===== config.mk =====
export PLATFORM = sky130hd
export DESIGN_NAME = jackpot_arcade_flat
export DESIGN_NICKNAME = d
export VERILOG_FILES = /design/src/rtl/jackpot_arcade_if.sv /design/src/rtl/jackpot_arcade.sv /design/src/flat_wrapper.sv
export SDC_FILE = /design/constraint.sdc
export NUM_CORES = 1
export LEC_CHECK = 0
export BUFFER_PORTS_ARGS = -buffer_cell sky130_fd_sc_hd__buf_2
export CAP_MARGIN = 20
export CORE_UTILIZATION = 45
export DETAILED_ROUTE_END_ITERATION = 10
export PLACE_DENSITY_LB_ADDON = 0.08
export REMOVE_ABC_BUFFERS = 1
export SLEW_MARGIN = 20
export SYNTH_ARGS = -nofsm -noshare
export SYNTH_HDL_FRONTEND = slang
export SYNTH_SLANG_ARGS = --single-unit

===== constraint.sdc =====
create_clock -name CLOCK -period 7.9 [get_ports CLOCK]
set_input_delay 0.79 -clock CLOCK [delete_from_list [all_inputs] [get_ports CLOCK]]
set_output_delay 0.79 -clock CLOCK [all_outputs]
set_load 0.05 [all_outputs]

===== src/rtl/jackpot_arcade_if.sv =====
// jackpot_arcade_if: board-side bundle between the DIP switches, LEDs and score
// display and the jackpot_arcade game core.
//   SWITCHES  : raw DIP switch levels (asynchronous to the game clock)
//   LEDS      : LED drive
//   SCORE     : current unsigned score
//   WIN_PULSE : one-clock pulse per win
// modport master : board / testbench side (drives SWITCHES)
// modport slave  : game core side (drives LEDS, SCORE, WIN_PULSE)
interface jackpot_arcade_if #(
    parameter int unsigned NUM_LEDS = 4,
    parameter int unsigned SCORE_W  = 8
);
    logic [NUM_LEDS-1:0] SWITCHES;
    logic [NUM_LEDS-1:0] LEDS;
    logic [SCORE_W-1:0]  SCORE;
    logic                WIN_PULSE;

    modport master (
        output SWITCHES,
        input  LEDS,
        input  SCORE,
        input  WIN_PULSE
    );

    modport slave (
        input  SWITCHES,
        output LEDS,
        output SCORE,
        output WIN_PULSE
    );
endinterface


===== src/rtl/jackpot_arcade.sv =====
// jackpot_arcade: N-LED reflex game. A lit LED sweeps once per game tick; a fresh
// 0->1 edge on the switch under the lit LED wins (score +1, blink sequence), an
// edge on any other switch is a miss (score -1). Score saturates at both ends.
// All logic runs on CLOCK and is qualified by an internal tick strobe.
//
// Ports:
//   CLOCK : system clock (only clock)
//   RESET : asynchronous, active-high reset
//   bus   : jackpot_arcade_if.slave (SWITCHES in, LEDS/SCORE/WIN_PULSE out)
//
// Build option:
//   JACKPOT_BOUNCE_EN : when defined, the sweep ping-pongs between the end LEDs
//                       instead of wrapping from the last LED back to LED 0.
module jackpot_arcade #(
    parameter int unsigned NUM_LEDS      = 4,
    parameter int unsigned TICK_DIV      = 12_500_000,
    parameter int unsigned JACKPOT_TICKS = 4,
    parameter int unsigned SCORE_W       = 8
) (
    input  logic            CLOCK,
    input  logic            RESET,
    jackpot_arcade_if.slave bus
);
    localparam int unsigned TICK_W = (TICK_DIV > 1) ? $clog2(TICK_DIV) : 1;
    localparam int unsigned IDX_W  = (NUM_LEDS > 1) ? $clog2(NUM_LEDS) : 1;
    localparam int unsigned JK_W   = (JACKPOT_TICKS > 1) ? $clog2(JACKPOT_TICKS) : 1;

    localparam logic [TICK_W-1:0] TICK_LAST = TICK_W'(TICK_DIV - 1);
    localparam logic [IDX_W-1:0]  IDX_LAST  = IDX_W'(NUM_LEDS - 1);
    localparam logic [JK_W-1:0]   JK_LAST   = JK_W'(JACKPOT_TICKS - 1);

    typedef enum logic {
        ST_RUN     = 1'b0,
        ST_JACKPOT = 1'b1
    } state_t;

    // One-hot LED pattern for a sweep position.
    function automatic logic [NUM_LEDS-1:0] decode(input logic [IDX_W-1:0] i);
        return NUM_LEDS'(1) << i;
    endfunction

    logic [NUM_LEDS-1:0] sw_meta_q;
    logic [NUM_LEDS-1:0] sw_sync_q;
    logic [NUM_LEDS-1:0] sw_prev_q;
    logic [TICK_W-1:0]   tick_cnt_q;
    state_t              state_q;
    logic [IDX_W-1:0]    idx_q;
    logic [IDX_W-1:0]    idx_d;
    logic [JK_W-1:0]     jk_cnt_q;
    logic [NUM_LEDS-1:0] leds_q;
    logic [SCORE_W-1:0]  score_q;
    logic                win_pulse_q;

    logic                tick_c;
    logic [NUM_LEDS-1:0] rise_c;
    logic                win_c;
    logic                miss_c;

`ifdef JACKPOT_BOUNCE_EN
    localparam logic DIR_UP   = 1'b0;
    localparam logic DIR_DOWN = 1'b1;
    logic dir_q;
    logic dir_d;
`endif

    // Two-flop switch synchroniser and free-running tick divider.
    always_ff @(posedge CLOCK or posedge RESET) begin
        if (RESET) begin
            sw_meta_q  <= '0;
            sw_sync_q  <= '0;
            tick_cnt_q <= '0;
        end else begin
            sw_meta_q  <= bus.SWITCHES;
            sw_sync_q  <= sw_meta_q;
            tick_cnt_q <= tick_c ? '0 : tick_cnt_q + TICK_W'(1);
        end
    end

    assign tick_c = (tick_cnt_q == TICK_LAST);
    assign rise_c = sw_sync_q & ~sw_prev_q;
    assign win_c  = |(rise_c & decode(idx_q));
    assign miss_c = |(rise_c & ~decode(idx_q));

`ifdef JACKPOT_BOUNCE_EN
    // Ping-pong sweep: direction flips on the step that lands on an end LED.
    always_comb begin
        idx_d = idx_q;
        dir_d = dir_q;
        if (dir_q == DIR_UP) begin
            if (idx_q != IDX_LAST) begin
                idx_d = idx_q + IDX_W'(1);
                if (idx_d == IDX_LAST) begin
                    dir_d = DIR_DOWN;
                end
            end
        end else if (idx_q != '0) begin
            idx_d = idx_q - IDX_W'(1);
            if (idx_d == '0) begin
                dir_d = DIR_UP;
            end
        end
    end
`else
    // Wrapping sweep 0..NUM_LEDS-1.
    always_comb begin
        idx_d = (idx_q == IDX_LAST) ? '0 : idx_q + IDX_W'(1);
    end
`endif

    // Game state machine; LEDS/SCORE/WIN_PULSE are loaded with their next values.
    always_ff @(posedge CLOCK or posedge RESET) begin
        if (RESET) begin
            state_q     <= ST_RUN;
            sw_prev_q   <= '0;
            idx_q       <= '0;
            jk_cnt_q    <= '0;
            leds_q      <= NUM_LEDS'(1);
            score_q     <= '0;
            win_pulse_q <= 1'b0;
`ifdef JACKPOT_BOUNCE_EN
            dir_q       <= DIR_UP;
`endif
        end else begin
            win_pulse_q <= 1'b0;
            if (tick_c) begin
                // Edges seen during the blink are consumed here as well.
                sw_prev_q <= sw_sync_q;
                case (state_q)
                    ST_RUN: begin
                        if (win_c) begin
                            state_q     <= ST_JACKPOT;
                            jk_cnt_q    <= '0;
                            leds_q      <= '1;
                            win_pulse_q <= 1'b1;
                            if (score_q != {SCORE_W{1'b1}}) begin
                                score_q <= score_q + SCORE_W'(1);
                            end
                        end else begin
                            if (miss_c && (score_q != '0)) begin
                                score_q <= score_q - SCORE_W'(1);
                            end
                            idx_q  <= idx_d;
                            leds_q <= decode(idx_d);
`ifdef JACKPOT_BOUNCE_EN
                            dir_q  <= dir_d;
`endif
                        end
                    end
                    ST_JACKPOT: begin
                        jk_cnt_q <= jk_cnt_q + JK_W'(1);
                        if (jk_cnt_q == JK_LAST) begin
                            state_q <= ST_RUN;
                            idx_q   <= '0;
                            leds_q  <= NUM_LEDS'(1);
`ifdef JACKPOT_BOUNCE_EN
                            dir_q   <= DIR_UP;
`endif
                        end else begin
                            // Next count's bit 0 is the inverse of the current one.
                            leds_q <= {NUM_LEDS{jk_cnt_q[0]}};
                        end
                    end
                    default: begin
                        state_q <= ST_RUN;
                        idx_q   <= '0;
                        leds_q  <= NUM_LEDS'(1);
                    end
                endcase
            end
        end
    end

    assign bus.LEDS      = leds_q;
    assign bus.SCORE     = score_q;
    assign bus.WIN_PULSE = win_pulse_q;
endmodule


===== src/flat_wrapper.sv =====
// flat-port wrapper written by rule: the top's interface ports become plain ports
module jackpot_arcade_flat 
#(
    parameter int unsigned NUM_LEDS      = 4,
    parameter int unsigned TICK_DIV      = 12_500_000,
    parameter int unsigned JACKPOT_TICKS = 4,
    parameter int unsigned SCORE_W       = 8
)
  (CLOCK, RESET, bus_SWITCHES, bus_LEDS, bus_SCORE, bus_WIN_PULSE);
  jackpot_arcade_if #(.NUM_LEDS(NUM_LEDS), .SCORE_W(SCORE_W)) bus_i ();
  input  logic CLOCK;
  input  logic RESET;
  input wire logic [$bits(bus_i.SWITCHES)-1:0] bus_SWITCHES;
  output wire logic [$bits(bus_i.LEDS)-1:0] bus_LEDS;
  output wire logic [$bits(bus_i.SCORE)-1:0] bus_SCORE;
  output wire logic [$bits(bus_i.WIN_PULSE)-1:0] bus_WIN_PULSE;
  assign bus_i.SWITCHES = bus_SWITCHES;
  assign bus_LEDS = bus_i.LEDS;
  assign bus_SCORE = bus_i.SCORE;
  assign bus_WIN_PULSE = bus_i.WIN_PULSE;
  jackpot_arcade #(.NUM_LEDS(NUM_LEDS), .TICK_DIV(TICK_DIV), .JACKPOT_TICKS(JACKPOT_TICKS), .SCORE_W(SCORE_W)) u_core (.CLOCK(CLOCK), .RESET(RESET), .bus(bus_i));
endmodule

==> out/results.ini <==
[run_status]
status = finished clean

[logic_synthesis]
yosysMostFrequentCell = dfrtp_1
yosysSeqAreaShare_pct = 51.6
synth.distinct_cells = 43
synthSimpleGateAreaFrac_pct = 25.3
synthesis.instances = 265
synth_mux_area_share_pct = 0.430
synth_compound_area_share_pct = 7.02
synth_top_flop_cell = dfrtp_1
synth_fa_ha_area_share_pct = 3.82
yosys-top-cells-area = dfrtp_1 51%, nand2_1 5.0%, xnor2_1 5.0%
synth_area_per_cell_um2 = 9.88
synth_common_cells = 53 x dfrtp_1, 35 x nand2_1, 32 x nor2_1
ys_seq_elements = 54
synth_xor_area_share_pct = 9.03
synth_edf_count = 0
yosys_warnings = 0
synth_area_leader_cell = dfrtp_1
synth.top_cell.area_share_pct = 50.6
async_reset_ff_share_pct = 100
synth_top_family_by_area = simple AND/OR/NAND/NOR gates
syn-cell-area_um2 = 2620

[clock_network]
cts_setup_buffers = 0
clk_path_buf_depth = 2
cts_buffers = 5
cts_tree = done
hold_buffers = 0
cts_resized = 0
clkLatencyLatePin_ps = 300
cts.clk_slew.worst_paths_ps = 100
clock_sinks = 54
htreeDepth = 2
cts_root_buf = clkbuf_8

[routing]
wl_per_cell_um = 13.2
drtIter0Drc = 88
wl_mm = 4.73
ant_nets = 0
vias = 1855
via_per_inst = 5.18
drc_errors = 0
firstDrtPassIters = 4

[power_and_ir_drop]
p_per_area_nw_per_um2 = 157
p_leak_nw = 1.39
irDropWorstVdd_mv = 0.0992

[timing]
worst_slew_pin_slew_ps = 908
slew-limit-headroom_pct = 39.3
max_freq_ghz = 0.306
min_period_over_period_pct = 41.4
finalSetupViolCount = 0
hold_viol_final = 0
finalCriticalPeriod_ps = 3270
fin_ws_ps = 4630
clock_skew_ps = 9.30
tns_ps = 0
rsz0062_at_grt = no
maxSlewViolCount = 0
hold_slack_ps = 352

[worst_setup_path]
startpoint = u_core.idx_q[0]$_DFFE_PP0P_
path_class = reg -> reg
path_cells = inv_1 -> ha_1 -> and3b_1 -> or4_1 -> xnor2_1 -> ha_1 -> or4_1 -> nor4_1 -> a31oi_1 -> o21ai_0 -> nand3_1
crit_fanout = 13
cp.required_ps = 8080
start_kind = flip-flop
r2r_cells = 11
r2r_start = u_core.idx_q[0]$_DFFE_PP0P_
cp_slowest_stage_delay_ps = 770
critPathCaptureType = flip-flop
rrSetupSlack_ps = 4630
arrival_ps = 3450
r2r-end = u_core.bus.SCORE[6]$_DFFE_PP0P_
slowest_stage = or4_1

[grt]
antenna_found_initial = 0
gr-usage-all-layers_pct = 17.4
grt_pass1_wl_mm = 8.24
overflow = 0
grt_pass1_vias = 1784
grt_max_degree = 55

[min_path]
min_from = u_core.sw_meta_q[0]$_DFF_PP0_
whs_path_depth = 0
min_to = u_core.sw_sync_q[0]$_DFF_PP0_
min_path_type = reg -> reg

[place]
place_hpwl_mm = 3.30
port-buffer-count = 18
place.gp.congestion = 0.810
dpl_worst_slack_ps = 4670

[floorplanning]
ioPinCount = 19
num_rows = 27
start_util_pct = 47.0
core_area_um2 = 5570
die_y_um = 78.3
die_w_um = 78.3
die-area_um2 = 6130

[cells_and_area]
nFillCells = 534
drive_gt1_share_pct = 13.3
area_growth_syn_to_layout_pct = 9.75
final_nets = 299
diodes = 0

[job]
cap_violations = 0

## flip-flops by register name (all words and copies together), names as in the netlist
name                  flops
u_core.sw_sync_q          4
u_core.sw_meta_q          4
u_core.state_q            1
u_core.tick_cnt_q        24
u_core.jk_cnt_q           2
u_core.bus.SCORE          8
u_core.idx_q              2
u_core.sw_prev_q          4
u_core.bus.WIN_PULSE      1
u_core.bus.LEDS           4
## placed cells by master (no fill, tap or decap), types with 3 or more instances in the layout
cell type and instances:
xor2_1 12, ha_1 8, xnor2_1 15, nor3_1 11
buf_4 3, clkbuf_8 6, and3_1 5, inv_1 8
buf_2 18, nand3_1 10, nand2_1 35, nor2b_1 3
nand4_1 6, o21ai_0 15, dfrtp_1 53, and3b_1 4
or4_1 3, nor2_1 32, nor4_1 4, a21oi_1 4
## worst max-delay path: cells and delay by family, from the launching register on
family	cells	cell delay [ps]
and+or+nand+nor	5	1680
adders and majority gates	2	480
DFF	1	450
AOI/OAI and AO/OA	2	230
xor gates and xnor gates	1	220
buffers and inverters	1	90
## layer usage
metal | vias up | global-route usage [%] | wire length, um
met3 | 2 | 3.84 | 125
met4 | 0 | 6.11 | 38
met2 | 21 | 26.1 | 2050
met5 | - | 0 | 0
li1 | 944 | - | -
met1 | 888 | 24.7 | 2510
## worst max-delay path by stage
stage                                      end  slack [ps]  depth (start not counted)
6_report       u_core.bus.SCORE[6]$_DFFE_PP0P_        4630                         11
3_3_place_gp   u_core.bus.SCORE[6]$_DFFE_PP0P_        4700                         11
4_1_cts        u_core.bus.SCORE[6]$_DFFE_PP0P_        4650                         11
3_5_place_dp   u_core.bus.SCORE[6]$_DFFE_PP0P_        4670                         11
2_1_floorplan  u_core.bus.SCORE[6]$_DFFE_PP0P_        4930                         11
5_1_grt        u_core.bus.SCORE[6]$_DFFE_PP0P_        4330                         11
## cell families (layout without fill, tap and decap cells)
logic type,Yosys count,count (layout)
AOI/OAI and AO/OA,30,30
adders and majority gates,8,8
muxes,1,1
and+or+nand+nor,128,128
buffers and inverters,17,38
DFF,54,54
xor gates and xnor gates,27,27
## metrics by stage
step	area, um2	util (%)	std cells	total power [mW]
finish	2870	51.6	358	0.450
global route	2870	51.6	358	0.468
detailed placement	2780	49.9	350	0.299
global placement	2780	49.9	350	0.299
floorplan	2580	-	257	0.293
CTS	2870	51.6	358	0.457
## power by group
part,switching [mW],internal [mW],total [mW]
Sequential,0.00103,0.278,0.279
Clock,0.0863,0.0710,0.157
Combinational,0.00964,0.00408,0.0137
Total,0.0970,0.353,0.450
## final cells by class
type                    count  area [um2]  area share, %
clock inverters             1        5.00          0.174
well taps                  72        90.1           3.13
clock buffers               7        86.3           3.00
repair buffers             21         113           3.92
multi-input cells         194        1190           41.5
inverters                   9        33.8           1.18
flip-flops and latches     54        1350           47.1
Note: power is estimated with default switching activity, not from simulation.
